## src/rtl/sram_1rw_req_ctrl_pkg.sv

```systemverilog
// Shared types and default sizes for the 1RW SRAM requester controller.
package sram_ctrl_pkg;

  localparam int DEF_DEPTH  = 4;
  localparam int DEF_ADDR_W = 2;
  localparam int DEF_DATA_W = 334;

  typedef enum logic {INIT, RUN} state_t;
  typedef enum logic {READ, WRITE} grant_t;

endpackage

```

## src/rtl/sram_1rw_req_ctrl_if.sv

```systemverilog
// Request/response channels plus the SRAM macro port, grouped for the controller.
interface sram_1rw_req_ctrl_if
  import sram_ctrl_pkg::*;
#(
  parameter int ADDR_W = DEF_ADDR_W,
  parameter int DATA_W = DEF_DATA_W
);

  logic              w_valid;
  logic              w_ready;
  logic [ADDR_W-1:0] w_addr;
  logic [DATA_W-1:0] w_data;

  logic              r_req_valid;
  logic              r_req_ready;
  logic [ADDR_W-1:0] r_req_addr;

  logic              r_resp_valid;
  logic              r_resp_ready;
  logic [DATA_W-1:0] r_resp_data;

  logic              sram_en;
  logic              sram_wmode;
  logic [ADDR_W-1:0] sram_addr;
  logic              sram_wmask;
  logic [DATA_W-1:0] sram_wdata;
  logic [DATA_W-1:0] sram_rdata;

  // slave is the controller's view; master is the requester plus macro side
  modport slave (
    input  w_valid, w_addr, w_data,
    output w_ready,
    input  r_req_valid, r_req_addr,
    output r_req_ready,
    output r_resp_valid, r_resp_data,
    input  r_resp_ready,
    output sram_en, sram_wmode, sram_addr, sram_wmask, sram_wdata,
    input  sram_rdata
  );

  modport master (
    output w_valid, w_addr, w_data,
    input  w_ready,
    output r_req_valid, r_req_addr,
    input  r_req_ready,
    input  r_resp_valid, r_resp_data,
    output r_resp_ready,
    input  sram_en, sram_wmode, sram_addr, sram_wmask, sram_wdata,
    output sram_rdata
  );

endinterface

```

## src/rtl/sram_resp_fifo2.sv

```systemverilog
// Two-entry in-order response buffer; head_data is valid whenever count != 0.
module sram_resp_fifo2 #(
  parameter int DATA_W = 334
) (
  input  logic              clock,
  input  logic              reset,
  input  logic              push,
  input  logic [DATA_W-1:0] push_data,
  input  logic              pop,
  output logic [DATA_W-1:0] head_data,
  output logic [1:0]        count
);

  logic [DATA_W-1:0] mem [2];
  logic              wr_ptr;
  logic              rd_ptr;

  // storage is left unreset; only the pointers and occupancy matter
  always_ff @(posedge clock) begin
    if (reset) begin
      wr_ptr <= 1'b0;
      rd_ptr <= 1'b0;
      count  <= 2'd0;
    end else begin
      if (push) begin
        mem[wr_ptr] <= push_data;
        wr_ptr      <= ~wr_ptr;
      end
      if (pop) begin
        rd_ptr <= ~rd_ptr;
      end
      count <= count + {1'b0, push} - {1'b0, pop};
    end
  end

  assign head_data = mem[rd_ptr];

endmodule

```

## src/rtl/sram_1rw_req_ctrl.sv

```systemverilog
// Zero-fills a 1RW SRAM after reset, then arbitrates write and read requests
// onto the single port and buffers read data in order.
module sram_1rw_req_ctrl
  import sram_ctrl_pkg::*;
#(
  parameter int DEPTH  = DEF_DEPTH,
  parameter int ADDR_W = DEF_ADDR_W,
  parameter int DATA_W = DEF_DATA_W
) (
  input  logic                 clock,
  input  logic                 reset,
  output logic                 init_done,
  sram_1rw_req_ctrl_if.slave   bus
);

  state_t            state;
  grant_t            last_grant;
  grant_t            winner;
  logic [ADDR_W-1:0] init_idx;
  logic              rd_inflight;
  logic [1:0]        buf_count;
  logic              active;
  logic              can_rd;
  logic              r_elig;
  logic              grant_w;
  logic              grant_r;
  logic              pop;

  assign active = (state == RUN) && !reset;
  // a slot is reserved for the read already on the port
  assign can_rd = ({1'b0, buf_count} + {2'b00, rd_inflight}) < 3'd2;
  assign r_elig = bus.r_req_valid && can_rd;

  always_comb begin
    winner = READ;
    if (bus.w_valid && r_elig) begin
      winner = (last_grant == READ) ? WRITE : READ;
    end else if (bus.w_valid) begin
      winner = WRITE;
    end
    grant_w         = active && bus.w_valid && (winner == WRITE);
    grant_r         = active && r_elig && (winner == READ);
    bus.w_ready     = active && ((winner == WRITE) || !bus.r_req_valid || !can_rd);
    bus.r_req_ready = active && can_rd && (winner == READ);
  end

  always_comb begin
    bus.sram_en    = 1'b0;
    bus.sram_wmode = 1'b0;
    bus.sram_addr  = '0;
    bus.sram_wdata = '0;
    if (state == INIT && !reset) begin
      bus.sram_en    = 1'b1;
      bus.sram_wmode = 1'b1;
      bus.sram_addr  = init_idx;
    end else if (grant_w) begin
      bus.sram_en    = 1'b1;
      bus.sram_wmode = 1'b1;
      bus.sram_addr  = bus.w_addr;
      bus.sram_wdata = bus.w_data;
    end else if (grant_r) begin
      bus.sram_en    = 1'b1;
      bus.sram_addr  = bus.r_req_addr;
    end
    bus.sram_wmask = bus.sram_en && bus.sram_wmode;
  end

  always_ff @(posedge clock) begin
    if (reset) begin
      state       <= INIT;
      init_idx    <= '0;
      init_done   <= 1'b0;
      last_grant  <= READ;
      rd_inflight <= 1'b0;
    end else begin
      rd_inflight <= grant_r;
      case (state)
        INIT: begin
          init_idx <= init_idx + 1'b1;
          if (init_idx == ADDR_W'(DEPTH - 1)) begin
            state     <= RUN;
            init_done <= 1'b1;
          end
        end
        RUN: begin
          if (grant_w) begin
            last_grant <= WRITE;
          end else if (grant_r) begin
            last_grant <= READ;
          end
        end
        default: state <= INIT;
      endcase
    end
  end

  assign pop              = bus.r_resp_valid && bus.r_resp_ready;
  assign bus.r_resp_valid = (buf_count != 2'd0);

  // macro rdata only holds until the next access, so it is captured unconditionally
  sram_resp_fifo2 #(.DATA_W(DATA_W)) u_resp_fifo (
    .clock     (clock),
    .reset     (reset),
    .push      (rd_inflight),
    .push_data (bus.sram_rdata),
    .pop       (pop),
    .head_data (bus.r_resp_data),
    .count     (buf_count)
  );

endmodule

```

## src/flat_wrapper.sv

```systemverilog
// flat-port wrapper written by rule: the top's interface ports become plain ports
module sram_1rw_req_ctrl_flat import sram_ctrl_pkg::*;
#(
  parameter int DEPTH  = DEF_DEPTH,
  parameter int ADDR_W = DEF_ADDR_W,
  parameter int DATA_W = DEF_DATA_W
)
  (clock, reset, init_done, bus_w_valid, bus_w_addr, bus_w_data, bus_w_ready, bus_r_req_valid, bus_r_req_addr, bus_r_req_ready, bus_r_resp_valid, bus_r_resp_data, bus_r_resp_ready, bus_sram_en, bus_sram_wmode, bus_sram_addr, bus_sram_wmask, bus_sram_wdata, bus_sram_rdata);
  sram_1rw_req_ctrl_if #(.ADDR_W(ADDR_W), .DATA_W(DATA_W)) bus_i ();
  input  logic clock;
  input  logic reset;
  output logic init_done;
  input wire logic [$bits(bus_i.w_valid)-1:0] bus_w_valid;
  input wire logic [$bits(bus_i.w_addr)-1:0] bus_w_addr;
  input wire logic [$bits(bus_i.w_data)-1:0] bus_w_data;
  output wire logic [$bits(bus_i.w_ready)-1:0] bus_w_ready;
  input wire logic [$bits(bus_i.r_req_valid)-1:0] bus_r_req_valid;
  input wire logic [$bits(bus_i.r_req_addr)-1:0] bus_r_req_addr;
  output wire logic [$bits(bus_i.r_req_ready)-1:0] bus_r_req_ready;
  output wire logic [$bits(bus_i.r_resp_valid)-1:0] bus_r_resp_valid;
  output wire logic [$bits(bus_i.r_resp_data)-1:0] bus_r_resp_data;
  input wire logic [$bits(bus_i.r_resp_ready)-1:0] bus_r_resp_ready;
  output wire logic [$bits(bus_i.sram_en)-1:0] bus_sram_en;
  output wire logic [$bits(bus_i.sram_wmode)-1:0] bus_sram_wmode;
  output wire logic [$bits(bus_i.sram_addr)-1:0] bus_sram_addr;
  output wire logic [$bits(bus_i.sram_wmask)-1:0] bus_sram_wmask;
  output wire logic [$bits(bus_i.sram_wdata)-1:0] bus_sram_wdata;
  input wire logic [$bits(bus_i.sram_rdata)-1:0] bus_sram_rdata;
  assign bus_i.w_valid = bus_w_valid;
  assign bus_i.w_addr = bus_w_addr;
  assign bus_i.w_data = bus_w_data;
  assign bus_w_ready = bus_i.w_ready;
  assign bus_i.r_req_valid = bus_r_req_valid;
  assign bus_i.r_req_addr = bus_r_req_addr;
  assign bus_r_req_ready = bus_i.r_req_ready;
  assign bus_r_resp_valid = bus_i.r_resp_valid;
  assign bus_r_resp_data = bus_i.r_resp_data;
  assign bus_i.r_resp_ready = bus_r_resp_ready;
  assign bus_sram_en = bus_i.sram_en;
  assign bus_sram_wmode = bus_i.sram_wmode;
  assign bus_sram_addr = bus_i.sram_addr;
  assign bus_sram_wmask = bus_i.sram_wmask;
  assign bus_sram_wdata = bus_i.sram_wdata;
  assign bus_i.sram_rdata = bus_sram_rdata;
  sram_1rw_req_ctrl #(.DEPTH(DEPTH), .ADDR_W(ADDR_W), .DATA_W(DATA_W)) u_core (.clock(clock), .reset(reset), .init_done(init_done), .bus(bus_i));
endmodule
```

## config.mk

```make
export PLATFORM = sky130hd
export DESIGN_NAME = sram_1rw_req_ctrl_flat
export DESIGN_NICKNAME = d
export VERILOG_FILES = /design/src/rtl/sram_1rw_req_ctrl_pkg.sv /design/src/rtl/sram_1rw_req_ctrl_if.sv /design/src/rtl/sram_resp_fifo2.sv /design/src/rtl/sram_1rw_req_ctrl.sv /design/src/flat_wrapper.sv
export SDC_FILE = /design/constraint.sdc
export NUM_CORES = 1
export LEC_CHECK = 0
export CAP_MARGIN = 20
export CORE_AREA = 2 2 521 523
export CTS_CLUSTER_SIZE = 16
export DETAILED_ROUTE_END_ITERATION = 8
export DIE_AREA = 0 0 523 525
export HOLD_SLACK_MARGIN = 0.15
export PLACE_DENSITY = 0.32
export SYNTH_ARGS = -nofsm -noshare
export SYNTH_HDL_FRONTEND = slang
export SYNTH_SLANG_ARGS = --single-unit
```

## constraint.sdc

```tcl
create_clock -name clock -period 99.3 [get_ports clock]
set_input_delay 29.79 -clock clock [delete_from_list [all_inputs] [get_ports clock]]
set_output_delay 29.79 -clock clock [all_outputs]
set_load 0.02 [all_outputs]
```

==> metrics.md, run 1 <==
| Metric | Value |
|---|---|
| Syn Area/Cell | `about 18 sq um` |
| Sequential share of power | `roughly 36%` |
| Core area | `between 0.2 and 0.3 sq mm` |
| Critical Path RT | `roughly 70,000 ps` |
| Slew margin rel. | `between 30% and 40%` |
| IO buf count | `between 1k and 1.5k` |
| Synthesized area | `around 0.027 sq mm` |
| Routed WL | `174,300 um` |
| Synthesis-stage register bit count | `679` |
| Die H | `525 um` |
| Largest cells by area after synthesis | `edfxtp_1, mux2_2, and2_1` |
| Maxcap violations | `0` |
| Worst-skew pair later-pin latency | `a little under 700 ps` |
| Initial DRC count | `slightly above 800` |
| Post-synthesis cell count | `~1.5k` |
| CTS sink cnt | `679` |
| Fmax | `between 15 and 20 MHz` |
| Switching pwr | `approximately 0.00027 W` |
| Pint | `approximately 0.00063 W` |
| RSZ-0062 raised after global routing | `false` |
| CTS tree | `done` |
| Number of buffers created by CTS | `slightly below 90` |
| Hold_buf cts | `0` |
| GPL Wtd Cong | `0.8851` |
| Tot GR Track Use | `roughly 12%` |
| Crit Path Max Fanout | `120` |
| Share of layout cells above drive strength 1 | `16.51%` |
| Synthesized Nets | `between 2k and 2.5k` |
| Post-cts resize count | `0` |
| Hold Fails Final Rpt | `0` |
| Pin count of the biggest net entering global routing | `151` |
| Placed instance area | `0.04471 sq mm` |
| CTS Buffer Depth | `3` |
| Post-synth top area cell | `edfxtp_1` |
| Sw Ratio | `30.23%` |
| Yosys top cell area share | `74.62%` |
| Standard-cell rows | `191` |
| Drc violations | `0` |
| Register Area | `0.02028 sq mm` |
| Worst setup path category | `input pin to output pin` |
| Flop2flop setup slack | `95,150 ps` |
| Syn. warnings | `0` |
| Global route overflow | `0` |
| CTS clk-pin slew, worst paths | `50 ps` |
| Initial Utilization | `about a tenth` |
| Nets | `about 3.5k` |
| Final setup violation count | `0` |
| Root buffer cell | `clkbuf_16` |
| Synth unique cells | `33` |
| Die span in x | `between 500 and 600 um` |
| Wire per inst | `between 20 and 30 um` |
| Fillers | `29.41k` |
| Number of global-route vias before repair | `just under 20k` |
| Setup TNS | `0 ps` |
| Post-route cell area | `between 0.04 and 0.05 sq mm` |
| Power share of the clock group | `between 30% and 40%` |
| VDD IR max | `0.01247 mV` |
| # IOs | `about 1.4k` |
| DR vias | `18.96k` |
| Postcts setup bufs | `0` |
| Final Skew | `between 30 and 40 ps` |
| Number of antenna violations at the first check in global routing | `approximately 110` |
| Vias/cell | `between 2 and 3` |
| Placed wire-length estimate | `145,100 um` |
| Full die area | `0.2746 sq mm` |
| Fin crit period | `between 60,000 and 70,000 ps` |
| Status | `finished clean` |
| CP endpoint kind | `output pin` |
| Slew Limit Fails | `0` |
| Hold Crit Class | `flip-flop to flip-flop` |
| Leakage power | `between 15 and 20 nW` |
| First-pass GRT wire length | `between 200,000 and 250,000 um` |
| Pwr/cell area | `about 19 mW/mm^2` |
| CTS HTree Levels | `3` |
| Critical Path Source Type | `input pin` |
| Critical path data arrival time | `around 34,000 ps` |
| Routed Antenna Nets | `0` |
| Final Cycle Share | `64.56%` |
| Worst slew pin tran | `1016 ps` |
| Detailed Routing Iterations Pass 1 | `5` |
| Sequential share of the synthesized area | `75.44%` |
| Layout area overhead | `77.64%` |
| Combinational power share | `29.2%` |
| Footprint of the multi-input gates | `0.006188 sq mm` |
## through the flow
| step | worst slack [ps] | total power (W) | hold slack [ps] | instances | util (%) |
|---|---|---|---|---|---|
| detailed placement | 34860 | 0.0005990 | 479.4 | 6346 | 16.60 |
| global route | 34850 | 0.0009433 | 527.4 | 6582 | 17.72 |
| floorplan | 38290 | 0.0004519 | 481.0 | 1473 | - |
| CTS | 34860 | 0.0009274 | 492.6 | 6507 | 17.64 |
| global placement | 35010 | 0.0006011 | 458.1 | 6345 | 16.60 |
| finish | 35190 | 0.0009033 | 482.7 | 6596 | 17.73 |
## critical path, stage by stage
cell             delay (ps)
clkdlybuf4s50_1         750
nand2b_4                320
a311oi_4                260
buf_4                   540
buf_4                   780
buf_4                   430
buf_16                  310
and2_1                  200
clkdlybuf4s50_1         630
## cells by family after synthesis
| family | count (synthesis) | share of synthesized area [%] |
|---|---|---|
| xor+xnor | 5 | 0.1629 |
| simple gates | 355 | 8.191 |
| fa+ha+maj | 3 | 0.1396 |
| compound gates | 13 | 0.4376 |
| buf+inv | 83 | 1.606 |
| flops | 679 | 75.44 |
| mux | 335 | 14.03 |
## synthesized netlist by cell type, drive strengths merged
master / instances
a21o: 1
a21oi: 3
a221o: 2
a311oi: 1
a31oi: 2
and2: 334
buf: 41
clkbuf: 37
dfxtp: 11
edfxtp: 668
ha: 3
inv: 5
mux2: 334
mux2i: 1
nand2: 2
nand2b: 1
nor2: 9
nor2b: 2
nor3: 2
nor3b: 3
nor4: 1
o21a: 1
o21ba: 1
o21bai: 1
o31ai: 1
or2: 1
xnor2: 3
xor2: 2
## area by class of cell
cell class / count / area share [%]
inverter: 5 / 0.03930
tap: 3570 / 9.353
timing repair buffer: 1382 / 28.86
multi-input combinational: 711 / 12.96
clock buffer: 116 / 4.876
antenna: 88 / 0.4611
clock inverter: 45 / 0.9825
sequential: 679 / 42.47
## worst paths after layout
kind                      startpoint                        endpoint  cells after the start
hold / removal      u_core.init_done                u_core.init_done                      2
hold reg to reg     u_core.init_done                u_core.init_done                      2
setup / recovery               reset             bus_sram_wdata[324]                      9
setup reg to reg  u_core.rd_inflight  u_core.u_resp_fifo.mem[0][201]                      6
## cell usage in the layout, fill, tap and decap left out, drive strengths merged
master,count
clkdlybuf4s50,1353
edfxtp,668
and2,334
mux2,334
clkbuf,116
diode,88
buf,29
clkinv,28
dfxtp,11
inv,11
nor2,9
bufinv,7
clkinvlp,4
xnor2,3
ha,3
nor3b,3
a21oi,3
nor2b,2
a221o,2
nand2,2
xor2,2
nor3,2
a31oi,2
o21a,1
nand2b,1
a311oi,1
a21o,1
nor4,1
o21ba,1
o21bai,1
or2,1
mux2i,1
o31ai,1
## state kept, by name, summed over array words and instances (netlist names), named ones only
signal	flops
u_core.last_grant	1
u_core.state	1
u_core.init_done	1
u_core.u_resp_fifo.wr_ptr	1
u_core.u_resp_fifo.rd_ptr	1
u_core.rd_inflight	1
u_core.u_resp_fifo.count	2
u_core.init_idx	2
u_core.u_resp_fifo.mem	668
## power by group through the flow
stage | combinational [W] | sequential, W | clock (W)
2_1_floorplan | 0.000128 | 0.000324 | 0
3_3_place_gp | 0.000272 | 0.000329 | 0
3_5_place_dp | 0.000269 | 0.000330 | 0
4_1_cts | 0.000271 | 0.000324 | 0.000333
5_1_grt | 0.000279 | 0.000324 | 0.000341
6_report | 0.000263 | 0.000323 | 0.000317
## routing by layer
metal | global-route usage [%] | wire, um | up-vias
li1 | - | - | 8390
met1 | 10.77 | 54730 | 9263
met2 | 23.63 | 97210 | 983
met3 | 5.581 | 17610 | 271
met4 | 4.364 | 4435 | 56
met5 | 0 | 354 | -
(Power assumes the default switching activity.)
==> run 2, diff against run 1 <==
--- a/config.mk
+++ b/config.mk
@@ -6,12 +6,12 @@
 export NUM_CORES = 1
 export LEC_CHECK = 0
 export CAP_MARGIN = 20
-export CORE_AREA = 2 2 521 523
+export CORE_AREA = 2 2 530 532
 export CTS_CLUSTER_SIZE = 16
 export DETAILED_ROUTE_END_ITERATION = 8
-export DIE_AREA = 0 0 523 525
+export DIE_AREA = 0 0 532 534
 export HOLD_SLACK_MARGIN = 0.15
-export PLACE_DENSITY = 0.32
+export PLACE_DENSITY = 0.31
 export SYNTH_ARGS = -nofsm -noshare
 export SYNTH_HDL_FRONTEND = slang
 export SYNTH_SLANG_ARGS = --single-unit
==> constraint.sdc (replaced) <==
create_clock -name clock -period 66.8 [get_ports clock]
set_input_delay 20.04 -clock clock [delete_from_list [all_inputs] [get_ports clock]]
set_output_delay 20.04 -clock clock [all_outputs]
set_load 0.02 [all_outputs]
==> metrics.md, run 2 (synthesis gave the netlist of run 1 again) <==
| Metric | Value |
|---|---|
| Worst slew pin tran | `approximately 1000 ps` |
| DR vias | `between 15k and 20k` |
| Status | `finished clean` |
| Detailed Routing Iterations Pass 1 | `4` |
| Global route overflow | `0` |
| Final Skew | `about 74 ps` |
| Switching pwr | `~0.0004 W` |
| Reg2Reg Depth | `5` |
| Postcts setup bufs | `0` |
| Pre-CTS worst setup slack | `approximately 22,000 ps` |
| Wire per inst | `between 20 and 25 um` |
| First-pass GRT wire length | `about 210,000 um` |
| Die H | `approximately 530 um` |
| Pin count of the biggest net entering global routing | `163` |
| Critical Path RT | `approximately 47,000 ps` |
| Hold_buf cts | `0` |
| R2r endpoint | `u_core.u_resp_fifo.mem[1][143]` |
| Share of layout cells above drive strength 1 | `between 15 and 20%` |
| Setup TNS | `0 ps` |
| Commonest cells after routing, fill and taps aside | `clkdlybuf4s50_1, edfxtp_1, and2_1, mux2_2, clkbuf_16` |
| VDD IR max | `between 0.02 and 0.025 mV` |
| Drc violations | `0` |
| Routed WL | `between 150,000 and 200,000 um` |
| Post-route cell area | `about 0.048 sq mm` |
| Post-cts resize count | `0` |
| Pint | `roughly 0.00095 W` |
| Sw Ratio | `between 20% and 30%` |
| RSZ-0062 raised after global routing | `false` |
| Family with the most delay on the worst path | `buffers and inverters` |
| Slowest cell on the critical path | `a311oi_4` |
| Post-Place Cells | `approximately 6.5k` |
| Most flops, register | `u_core.u_resp_fifo.mem` |
| Worst setup path category | `input pin to output pin` |
| Tot GR Track Use | `between 10 and 15%` |
| Most common cell after layout, fill and taps aside | `clkdlybuf4s50_1` |
| CTS tree | `done` |
| Max reg flops | `about 670` |
| # IOs | `about 1.4k` |
| Full die area | `0.2841 sq mm` |
| Leakage power | `15.09 nW` |
| Fillers | `roughly 30k` |
| Fmax | `22.41 MHz` |
| IO buf count | `1,353` |
| Nets | `roughly 3.5k` |
| Final setup margin | `approximately 22,000 ps` |
| Initial DRC count | `661` |
| CTS HTree Levels | `3` |
| Hold Fails Final Rpt | `0` |
| Slew Limit Fails | `0` |
| Number of buffers created by CTS | `95` |
| Critical path buffers and inverters | `5` |
| Maxcap violations | `0` |
| Fin crit period | `between 40,000 and 50,000 ps` |
| Critical Path Source Type | `input pin` |
| Final cell count without fillers | `about 6.7k` |
| Final setup violation count | `0` |
| Number of global-route vias before repair | `between 15k and 20k` |
| Crit Path Max Fanout | `around 130` |
| Placed wire-length estimate | `~130,000 um` |
| CTS clk-pin slew, worst paths | `60 ps` |
| Largest regs | `u_core.u_resp_fifo.mem (668), u_core.init_idx (2), u_core.u_resp_fifo.count (2)` |
| Hold Path Depth | `2` |
| Hold Crit Class | `flip-flop to flip-flop` |
| Root buffer cell | `clkbuf_16` |
| Sequential share of power | `a little over a third` |
| Worst-skew pair later-pin latency | `roughly 800 ps` |
| Power share of the clock group | `a little over a third` |
| Critical R2R Launch | `u_core.rd_inflight` |
| Layout area overhead | `78.13%` |
| Slew margin rel. | `about a third` |
| CTS Buffer Depth | `4` |
| Vias/cell | `around 2.9` |
| Standard-cell rows | `194` |
| Placed instance area | `between 0.04 and 0.05 sq mm` |
| CTS sink cnt | `between 600 and 700` |
| Final Cycle Share | `approximately two thirds` |
| Worst-path cell chain | `clkdlybuf4s50_1 -> nand2b_4 -> a311oi_4 -> buf_4 -> buf_4 -> buf_16 -> and2_1 -> clkdlybuf4s50_1` |
| Combinational power share | `28.8%` |
| CP endpoint kind | `output pin` |
| Routed Antenna Nets | `0` |
| Die span in x | `between 500 and 600 um` |
| Core area | `0.2784 sq mm` |
| Initial Utilization | `between 9 and 10%` |
| Slowest stage delay, CP | `slightly below 900 ps` |
| Hold path start | `u_core.u_resp_fifo.rd_ptr` |
| Critical path data arrival time | `24,580 ps` |
| GPL Wtd Cong | `approximately 0.90` |
| Number of antenna violations at the first check in global routing | `203` |
| Flop2flop setup slack | `between 60,000 and 70,000 ps` |
| Pwr/cell area | `around 28 mW/mm^2` |
[run 2: changes by cell type in the layout (fill, tap and decap cells not counted), sizes merged, moves of 2 or more]
cell    previous run  this run
diode             88        24
clkbuf           116       127
buf               29        20
inv               11         6
clkinv            28        30
[run 2: final cells by class]
| class | instances | area, sq um | share of cell area [%] |
|---|---|---|---|
| Antenna cell | 24 | 60.06 | 0.1254 |
| Clock inverter | 40 | 371.6 | 0.7760 |
| Clock buffer | 127 | 2549 | 5.322 |
| Inverter | 5 | 18.77 | 0.03919 |
| Tap cell | 3724 | 4659 | 9.730 |
| Multi-Input combinational cell | 711 | 6182 | 12.91 |
| Sequential cell | 679 | 20280 | 42.36 |
| Timing Repair Buffer | 1373 | 13760 | 28.74 |
[run 2: through the flow]
stage,hold slack [ps],power (W),utilization (%)
global placement,495.7,0.0008884,16.12
detailed placement,498.5,0.0008855,16.12
finish,513.2,0.001351,17.20
global route,554.5,0.001411,17.19
floorplan,481.0,0.0006718,-
CTS,517.3,0.001388,17.17
[run 2: power groups by stage]
stage / Sequential (W) / Clock [W] / Combinational [W]
5_1_grt: 0.000478 / 0.000521 / 0.000412
6_report: 0.000477 / 0.000485 / 0.000389
3_3_place_gp: 0.000487 / 0 / 0.000402
2_1_floorplan: 0.000482 / 0 / 0.000190
4_1_cts: 0.000478 / 0.000509 / 0.000402
3_5_place_dp: 0.000487 / 0 / 0.000399
[run 2: how the worst max path moves through the flow]
| stage | startpoint | to | slack (ps) | cells past startpoint |
|---|---|---|---|---|
| after floorplan | reset | u_core.u_resp_fifo.mem[1][0] | 21340 | 2 |
| after global placement | reset | bus_sram_wdata[184] | 22010 | 7 |
| after detailed placement | reset | bus_sram_wdata[320] | 21850 | 7 |
| after CTS | reset | bus_sram_wdata[320] | 21840 | 7 |
| after global routing | reset | bus_sram_wdata[320] | 21910 | 8 |
| final | reset | bus_sram_wdata[184] | 22180 | 8 |
[run 2: routing by layer]
layer	wire (um)	vias to the layer above	track usage, %	part of all wire, %
li1	-	8320	-	-
met1	55880	9124	10.74	34
met2	85460	1186	20.59	52
met3	15750	426	4.792	9.7
met4	5744	62	3.721	3.5
met5	386	-	0	0.24
[run 2: worst min-delay path: stages, from the launching register on]
cell and delay [ps]:
dfxtp_1 320, xnor2_1 80, nor2_1 80
==> run 3, diff against run 2 <==
==> constraint.sdc (replaced) <==
create_clock -name clock -period 43.6 [get_ports clock]
set_input_delay 13.08 -clock clock [delete_from_list [all_inputs] [get_ports clock]]
set_output_delay 13.08 -clock clock [all_outputs]
set_load 0.02 [all_outputs]
==> metrics.md, run 3 (synthesis gave the netlist of run 1 again) <==
| Metric | Value |
|---|---|
| Die H | `around 530 um` |
| Share of layout cells above drive strength 1 | `approximately 16%` |
| Register Area | `a little over 0.02 sq mm` |
| Largest regs | `u_core.u_resp_fifo.mem (668), u_core.init_idx (2), u_core.u_resp_fifo.count (2)` |
| Fin crit period | `slightly above 30,000 ps` |
| GPL Wtd Cong | `approximately 0.89` |
| Number of global-route vias before repair | `19.84k` |
| Crit Path Max Fanout | `around 140` |
| Final setup violation count | `0` |
| Nets | `~3.5k` |
| Number of antenna violations at the first check in global routing | `200` |
| Number of buffers created by CTS | `94` |
| Final Skew | `between 60 and 70 ps` |
| Global route overflow | `0` |
| Postcts setup bufs | `0` |
| CTS HTree Levels | `3` |
| Vias/cell | `between 2 and 3` |
| Critical path data arrival time | `approximately 17,000 ps` |
| Fmax | `about 33 MHz` |
| Setup TNS | `0 ps` |
| Most flops, register | `u_core.u_resp_fifo.mem` |
| Footprint of the multi-input gates | `~0.0062 sq mm` |
| CTS sink cnt | `just under 700` |
| Slew margin rel. | `between 30% and 40%` |
| Initial Utilization | `around a tenth` |
| Root buffer cell | `clkbuf_16` |
| Critical Path RT | `just over 30,000 ps` |
| Placed wire-length estimate | `about 130,000 um` |
| Layout area overhead | `77.91%` |
| Full die area | `0.2841 sq mm` |
| Hold Fails Final Rpt | `0` |
| First-pass GRT wire length | `approximately 210,000 um` |
| Worst Hold Slack | `524.1 ps` |
| Max reg flops | `approximately 670` |
| Status | `finished clean` |
| Detailed Routing Iterations Pass 1 | `4` |
| Most common cell after layout, fill and taps aside | `clkdlybuf4s50_1` |
| CTS clk-pin slew, worst paths | `approximately 50 ps` |
| Commonest cells after routing, fill and taps aside | `clkdlybuf4s50_1, edfxtp_1, and2_1, mux2_2, clkbuf_16` |
| Hold Crit Class | `flip-flop to flip-flop` |
| VDD IR max | `0.03665 mV` |
| Worst slew pin tran | `approximately 1000 ps` |
| # IOs | `about 1.4k` |
| Pin count of the biggest net entering global routing | `approximately 170` |
| IO buf count | `~1.4k` |
| Worst-skew pair later-pin latency | `800 ps` |
| Hold_buf cts | `0` |
| Final Cycle Share | `a little over two thirds` |
| RSZ-0062 raised after global routing | `false` |
| Initial DRC count | `720` |
| Routed WL | `about 160,000 um` |
| Core area | `about 0.28 sq mm` |
| CTS tree | `done` |
| Critical Path Source Type | `input pin` |
| Worst setup path category | `input pin to output pin` |
| Fillers | `between 30k and 40k` |
| Maxcap violations | `0` |
| CP endpoint kind | `output pin` |
| Standard-cell rows | `194` |
| Post-cts resize count | `0` |
| Drc violations | `0` |
| Die span in x | `around 530 um` |
| Tot GR Track Use | `~11%` |
| Routed Antenna Nets | `0` |
| Wire per inst | `24.33 um` |
| DR vias | `roughly 19k` |
| Slew Limit Fails | `0` |
| Pwr/cell area | `around 43 mW/mm^2` |
| Leakage power | `about 15 nW` |
| CTS Buffer Depth | `4` |
[run 3: cell count changes in the layout (fill, tap and decap cells not counted)]
cell        before  now
inv_6            0    1
clkinv_1        16   18
clkbuf_8         3    0
clkinv_2        11   10
clkbuf_1        28   27
clkinv_4         2    1
diode_2         24   34
clkinvlp_4       3    4
clkbuf_16       96   94
[run 3: through the flow]
step / std cells / worst slack, ps / utilization, % / total power (W) / area (sq um)
floorplan: 1473 / 5104 / - / 0.001029 / 26880
global placement: 6491 / 12910 / 16.12 / 0.001361 / 44880
detailed placement: 6491 / 12770 / 16.12 / 0.001355 / 44880
CTS: 6654 / 12780 / 17.14 / 0.002113 / 47710
global route: 6671 / 12850 / 17.16 / 0.002146 / 47780
finish: 6689 / 13110 / 17.18 / 0.002056 / 47830
[run 3: layout make-up]
cell class                      count  share of cell area [%]
Timing Repair Buffer             1373                   28.78
Antenna cell                       34                  0.1779
Clock inverter                     42                  0.7979
Multi-Input combinational cell    711                   12.93
Sequential cell                   679                   42.41
Clock buffer                      121                   5.130
Tap cell                         3724                   9.742
Inverter                            5                 0.03924
[run 3: worst paths after layout]
check	endpoint	cells past startpoint	start	slack, ps
setup / recovery	bus_sram_wdata[320]	8	reset	13110
hold / removal	u_core.u_resp_fifo.rd_ptr	2	u_core.u_resp_fifo.rd_ptr	520
setup reg to reg	u_core.u_resp_fifo.mem[1][186]	5	u_core.rd_inflight	40000
hold reg to reg	u_core.u_resp_fifo.rd_ptr	2	u_core.u_resp_fifo.rd_ptr	520
[run 3: worst max-delay path: stages]
cell and delay, ps:
clkdlybuf4s50_1 790, nand2b_4 350, a311oi_4 670, buf_4 710, buf_4 410, buf_16 320, and2_1 230, clkdlybuf4s50_1 640
[run 3: report_power, final]
part | switching (W) | leakage (nW) | total (W) | internal (W)
Clock | 0.000298 | 1.37 | 0.000728 | 0.000430
Sequential | 0.00000951 | 6.09 | 0.000731 | 0.000721
Combinational | 0.000301 | 7.58 | 0.000597 | 0.000296
Total | 0.000609 | 15.0 | 0.00206 | 0.00145
[run 3: layer usage]
| metal | global-route usage (%) | vias to the layer above | share of wire (%) |
|---|---|---|---|
| met3 | 4.859 | 418 | 9.9 |
| met5 | 0 | - | 0.24 |
| met4 | 3.917 | 60 | 3.4 |
| li1 | - | 8326 | - |
| met2 | 20.36 | 1192 | 53 |
| met1 | 10.75 | 9159 | 34 |
